**src/rtl/frame_painter.sv**
```systemverilog
// Raster sweep stage: walks every pixel, registers the renderer's colour and drives the VGA write port.
// Optional dropped-tick counter enabled by defining PAINTER_OVERRUN_CNT_EN.
module frame_painter #(
    parameter int H_PIXELS = 160,
    parameter int V_PIXELS = 120
) (
    input  logic       clk,
    input  logic       resetn,
    input  logic       frame_tick,
    input  logic [7:0] yasu_x_in,
    input  logic [6:0] yasu_y_in,
    output logic [7:0] pix_x,
    output logic [6:0] pix_y,
    output logic [7:0] yasu_x,
    output logic [6:0] yasu_y,
    input  logic [2:0] colour_in,
    output logic [7:0] vga_x,
    output logic [6:0] vga_y,
    output logic [2:0] vga_colour,
    output logic       vga_plot,
    output logic       busy,
    output logic       frame_done
`ifdef PAINTER_OVERRUN_CNT_EN
    ,
    output logic [7:0] overrun_cnt
`endif
);

    localparam logic [1:0] S_IDLE = 2'd0;
    localparam logic [1:0] S_SCAN = 2'd1;
    localparam logic [1:0] S_DONE = 2'd2;

    localparam logic [7:0] X_LAST = 8'(H_PIXELS - 1);
    localparam logic [6:0] Y_LAST = 7'(V_PIXELS - 1);

    logic [1:0] state_q, state_d;
    logic       pending_q, pending_d;
    logic [7:0] pix_x_q, pix_x_d;
    logic [6:0] pix_y_q, pix_y_d;
    logic [7:0] yasu_x_q, yasu_x_d;
    logic [6:0] yasu_y_q, yasu_y_d;
    logic [7:0] vga_x_q, vga_x_d;
    logic [6:0] vga_y_q, vga_y_d;
    logic [2:0] vga_colour_q, vga_colour_d;
    logic       vga_plot_q, vga_plot_d;
    logic       busy_q, busy_d;
    logic       frame_done_q, frame_done_d;
`ifdef PAINTER_OVERRUN_CNT_EN
    logic [7:0] overrun_q, overrun_d;
`endif

    always_comb begin
        state_d      = state_q;
        pending_d    = pending_q;
        pix_x_d      = pix_x_q;
        pix_y_d      = pix_y_q;
        yasu_x_d     = yasu_x_q;
        yasu_y_d     = yasu_y_q;
        vga_x_d      = vga_x_q;
        vga_y_d      = vga_y_q;
        vga_colour_d = vga_colour_q;
`ifdef PAINTER_OVERRUN_CNT_EN
        overrun_d    = overrun_q;
`endif

        case (state_q)
            S_IDLE: begin
                if (frame_tick || pending_q) begin
                    state_d   = S_SCAN;
                    yasu_x_d  = yasu_x_in;
                    yasu_y_d  = yasu_y_in;
                    pix_x_d   = 8'd0;
                    pix_y_d   = 7'd0;
                    pending_d = 1'b0;
                end
            end
            S_SCAN: begin
                vga_x_d      = pix_x_q;
                vga_y_d      = pix_y_q;
                vga_colour_d = colour_in;
                if (pix_x_q == X_LAST) begin
                    pix_x_d = 8'd0;
                    if (pix_y_q == Y_LAST) begin
                        pix_y_d = 7'd0;
                        state_d = S_DONE;
                    end else begin
                        pix_y_d = pix_y_q + 7'd1;
                    end
                end else begin
                    pix_x_d = pix_x_q + 8'd1;
                end
            end
            S_DONE: begin
                state_d = S_IDLE;
            end
            default: begin
                state_d = S_IDLE;
            end
        endcase

        // Only one redraw request can be queued while a frame is in flight.
        if (frame_tick && (state_q != S_IDLE)) begin
            if (!pending_q) begin
                pending_d = 1'b1;
            end
`ifdef PAINTER_OVERRUN_CNT_EN
            else if (overrun_q != 8'hFF) begin
                overrun_d = overrun_q + 8'd1;
            end
`endif
        end

        vga_plot_d   = (state_q == S_SCAN);
        frame_done_d = (state_q == S_DONE);
        busy_d       = (state_d == S_SCAN);
    end

    always_ff @(posedge clk or negedge resetn) begin
        if (!resetn) begin
            state_q      <= S_IDLE;
            pending_q    <= 1'b0;
            pix_x_q      <= 8'd0;
            pix_y_q      <= 7'd0;
            yasu_x_q     <= 8'd0;
            yasu_y_q     <= 7'd0;
            vga_x_q      <= 8'd0;
            vga_y_q      <= 7'd0;
            vga_colour_q <= 3'd0;
            vga_plot_q   <= 1'b0;
            busy_q       <= 1'b0;
            frame_done_q <= 1'b0;
`ifdef PAINTER_OVERRUN_CNT_EN
            overrun_q    <= 8'd0;
`endif
        end else begin
            state_q      <= state_d;
            pending_q    <= pending_d;
            pix_x_q      <= pix_x_d;
            pix_y_q      <= pix_y_d;
            yasu_x_q     <= yasu_x_d;
            yasu_y_q     <= yasu_y_d;
            vga_x_q      <= vga_x_d;
            vga_y_q      <= vga_y_d;
            vga_colour_q <= vga_colour_d;
            vga_plot_q   <= vga_plot_d;
            busy_q       <= busy_d;
            frame_done_q <= frame_done_d;
`ifdef PAINTER_OVERRUN_CNT_EN
            overrun_q    <= overrun_d;
`endif
        end
    end

    assign pix_x      = pix_x_q;
    assign pix_y      = pix_y_q;
    assign yasu_x     = yasu_x_q;
    assign yasu_y     = yasu_y_q;
    assign vga_x      = vga_x_q;
    assign vga_y      = vga_y_q;
    assign vga_colour = vga_colour_q;
    assign vga_plot   = vga_plot_q;
    assign busy       = busy_q;
    assign frame_done = frame_done_q;
`ifdef PAINTER_OVERRUN_CNT_EN
    assign overrun_cnt = overrun_q;
`endif

endmodule

```
**config.mk**
```make
export PLATFORM = sky130hd
export DESIGN_NAME = frame_painter
export DESIGN_NICKNAME = d
export VERILOG_FILES = /design/src/rtl/frame_painter.sv
export SDC_FILE = /design/constraint.sdc
export NUM_CORES = 1
export LEC_CHECK = 0
export BUFFER_PORTS_ARGS = -buffer_cell sky130_fd_sc_hd__buf_2
export CAP_MARGIN = 20
export CORE_AREA = 3 3 92 94
export CTS_CLUSTER_DIAMETER = 200
export DETAILED_ROUTE_END_ITERATION = 8
export DIE_AREA = 0 0 95 97
export GPL_TIMING_DRIVEN = 1
export HOLD_SLACK_MARGIN = 0.02
export PLACE_DENSITY_LB_ADDON = 0.2
export SYNTH_ARGS = -nofsm -noshare
export SYNTH_HDL_FRONTEND = slang
export SYNTH_SLANG_ARGS = --single-unit
```
**constraint.sdc**
```tcl
create_clock -name clk -period 1.9 [get_ports clk]
set_input_delay 0.095 -clock clk [delete_from_list [all_inputs] [get_ports clk]]
set_output_delay 0.095 -clock clk [all_outputs]
set_load 0.02 [all_outputs]
```
==> key figures <==
STA
  • Unrepaired setup endpoints after global routing: false
  • Fin crit share: 89.75%
  • Clock skew: 0.007349 ns
  • Final Setup Violations: 0
  • Highest Clock Rate: 586.4 MHz
  • Slew @ Worst Pin: 0.6602 ns
  • Final Hold Fails: 0
  • Setup TNS: 0 ns
  • Slew margin rel.: a little under three fifths
  • Post-layout min period: 1.705 ns
  • Max-slew violation count: 0

CTS
  • H-tree levels: 2
  • Reg clk slew, reported paths: 0.10 ns
  • Post-CTS Setup Repair Bufs: 0
  • CTS root buf: clkbuf_8
  • Clock net sink count: 54
  • TritonCTS clock tree: built
  • Num CTS Buffers: 5
  • Clock Tree Buf Depth: 2
  • Clk_lat worst skew: 0.30 ns

Place
  • DP Area: 2818 sq um
  • Hpwl dp: 4016 um
  • Inst Count DP: 423
  • Port buffer count: 71
  • Gp weighted congestion: 0.8308

Floorplanning
  • Die ar.: 9215 sq um
  • Starting density of the core: about 30%
  • Core area: 7727 sq um
  • Num rows: 32
  • Die Y: 97 um
  • IO Count: 72
  • Die Width: 95 um

Critical path
  • FF-to-FF End: pix_y[6]
  • R2R Setup Slk: 0.19 ns
  • CP required: 2.14 ns
  • Setup CP Type: flop to flop
  • Crit path from: pix_x[1]
  • Crit Path Max Fanout: 6
  • Worst EP arrival: 1.94 ns
  • FF-to-FF Start: pix_x[1]
  • Worst R2R Path Depth: 5
  • Crit path launch type: flop
  • CP endpoint: pix_y[6]
  • CP endpoint kind: flop

Cells and area
  • # diodes: 0
  • Fin cells: 450
  • Area occupied by multi-input gates: 892.1 sq um
  • Register area: 1351 sq um
  • Ratio of cells with drive above 1 in the final layout: 27.01%
  • Area added between synthesis and finish: 34.25%
  • # fillers: 789
  • Design area: around 3100 sq um
  • NumNets Final: 370

GRT
  • Initial antenna violation count: 0
  • Vias in the first global route: 2029
  • Grt met3 use: 3.110%
  • Largest net degree at the start of global routing: 33
  • Met2 track demand over resource: 21.10%
  • GRT busiest layer: met2
  • Gr usage total: 13.24%
  • Grt ovf: 0
  • First-pass GRT wire length: 9811 um
  • Routing usage on met1: 18.08%

Synthesis
  • Area leader, netlist: dfrtp_1
  • Top cells by area, synth: dfrtp_1 59%, nand2_1 19%, nand3_1 2.6%
  • Largest family of logic cells by synthesized area: simple AND/OR/NAND/NOR gates
  • Distinct cell type count after synthesis: 39
  • Synth Area in Compound Gates: between 8 and 9%
  • Post-synth top area share: 58.54%
  • Register area share after synthesis: between 50% and 60%
  • Simple-gate share of the synthesized area: 27.53%
  • Post-Synthesis Cells: 253
  • YS warnings: 0
  • Yosys reg bits: 54
  • Ys async rst share: 100.0%
  • Post-synth EDFFs: 0
  • Mapped Area: ~2300 sq um
  • Synth Area in XOR/XNOR: 0.3794%
  • Mapped Nets: 276
  • Adder-cell area share of the yosys netlist: 1.084%
  • Mapped Avg Cell Area: 9.124 sq um
  • Post-synth top flop: dfrtp_1
  • Post-synthesis mux area share: 0.8672%

Power and ir drop
  • Total power draw: ~2.0 mW
  • Maximum VDD drop: 0.0003375 V
  • Leakage power: 1.555 nW
  • Cell Pwr Density: 642.1 nW/um^2

Detailed routing
  • Via count: 2024
  • Iteration-0 DRC Markers: 86
  • Post-DR wirelength/cell: 12.91 um
  • Routed WL: 5810 um
  • Pre-Repair DR Iteration Count: 4
  • Final antenna-violating net count: 0
  • Drt drc: 0
  • Vias/cell: 4.498

Run
  • Max cap viols: 0

Run status
  • Status: completed

Worst hold path
  • Hold Path Class: primary input to flop
metrics by stage:
step,utilization (%),setup WS [ns],hold WS [ns]
floorplan,-,0.2683,-0.2006
global placement,36.46,0.2305,0.1198
detailed placement,36.46,0.2322,0.1159
CTS,40.11,0.1920,0.09714
global route,40.11,0.01074,0.1455
finish,40.11,0.1947,0.1121
cell usage in the layout, fill, tap and decap left out, types with 2 or more instances in the layout:
master         Yosys  routed
a31oi_1            6       6
a21oi_1            2       2
dfrtp_1           54      54
a22o_1             2       2
o31ai_1            2       2
nand3_1           12      12
o21ai_0            4       4
nand2_1          114     114
nand2b_1           2       2
o22ai_1            2       2
nand4_1            2       2
dlygate4sd3_1      0      19
ha_1               2       2
nor3_1             4       3
mux2i_1            2       2
clkbuf_8           0       6
nor2_1             9       9
inv_1              3       3
o21ai_2            2       3
buf_2              4      71
buf_4              1       8
per-layer routing:
metal | routed length, um | vias up
met4 | 41 | 0
li1 | - | 1020
met5 | 0 | -
met3 | 359 | 5
met2 | 2751 | 73
met1 | 2657 | 926
sequential cells by signal (all words and copies together) (netlist names):
register	flops
vga_colour	3
yasu_y	7
pix_x	8
pix_y	7
vga_x	8
state_q	2
vga_y	7
yasu_x	8
frame_done	1
pending_q	1
vga_plot	1
busy	1
kinds of logic after synthesis:
kind of cell    count (synthesis)
flops                          54
buf+inv                        15
simple gates                  151
fa+ha+maj                       2
mux                             2
compound gates                 28
xor+xnor                        1
critical path, cell delays in order (launching register included):
cell and delay, ns:
dfrtp_1 0.44, ha_1 0.27, and4_1 0.33, nand3_1 0.22, nor3_1 0.23, o22a_1 0.16
synth_stat cells, types with 3 or more instances:
master    number
dfrtp_1       54
nand2_1      114
o21ai_0        4
nor3_1         4
clkbuf_1       5
buf_2          4
nand3_1       12
inv_1          3
a31oi_1        6
nor2_1         9
layout make-up:
cell class | instances | share of cell area, %
repair buffers | 99 | 20.19
clock buffers | 7 | 2.786
inverters | 3 | 0.3633
flip-flops and latches | 54 | 43.60
clock inverters | 1 | 0.1615
well taps | 102 | 4.118
multi-input cells | 184 | 28.78
what timing repair did:
action,4_1_cts,5_1_grt
hold endpoints to repair,40,0
hold buffers,19,0
resized for setup,0,0
power breakdown:
part / internal (mW) / switching [mW] / total, mW
registers: 1.17 / 0.0117 / 1.18
clock network: 0.295 / 0.365 / 0.660
logic: 0.0678 / 0.0802 / 0.148
how the worst min path moves through the flow:
stage,startpoint,endpoint,depth (start not counted)
3_3_place_gp,resetn,vga_colour[1],1
4_1_cts,frame_tick,pending_q,3
5_1_grt,frame_tick,pending_q,3
3_5_place_dp,resetn,vga_colour[1],1
6_report,frame_tick,pending_q,3
2_1_floorplan,resetn,busy,0
Note: power is estimated with default switching activity, not from simulation.
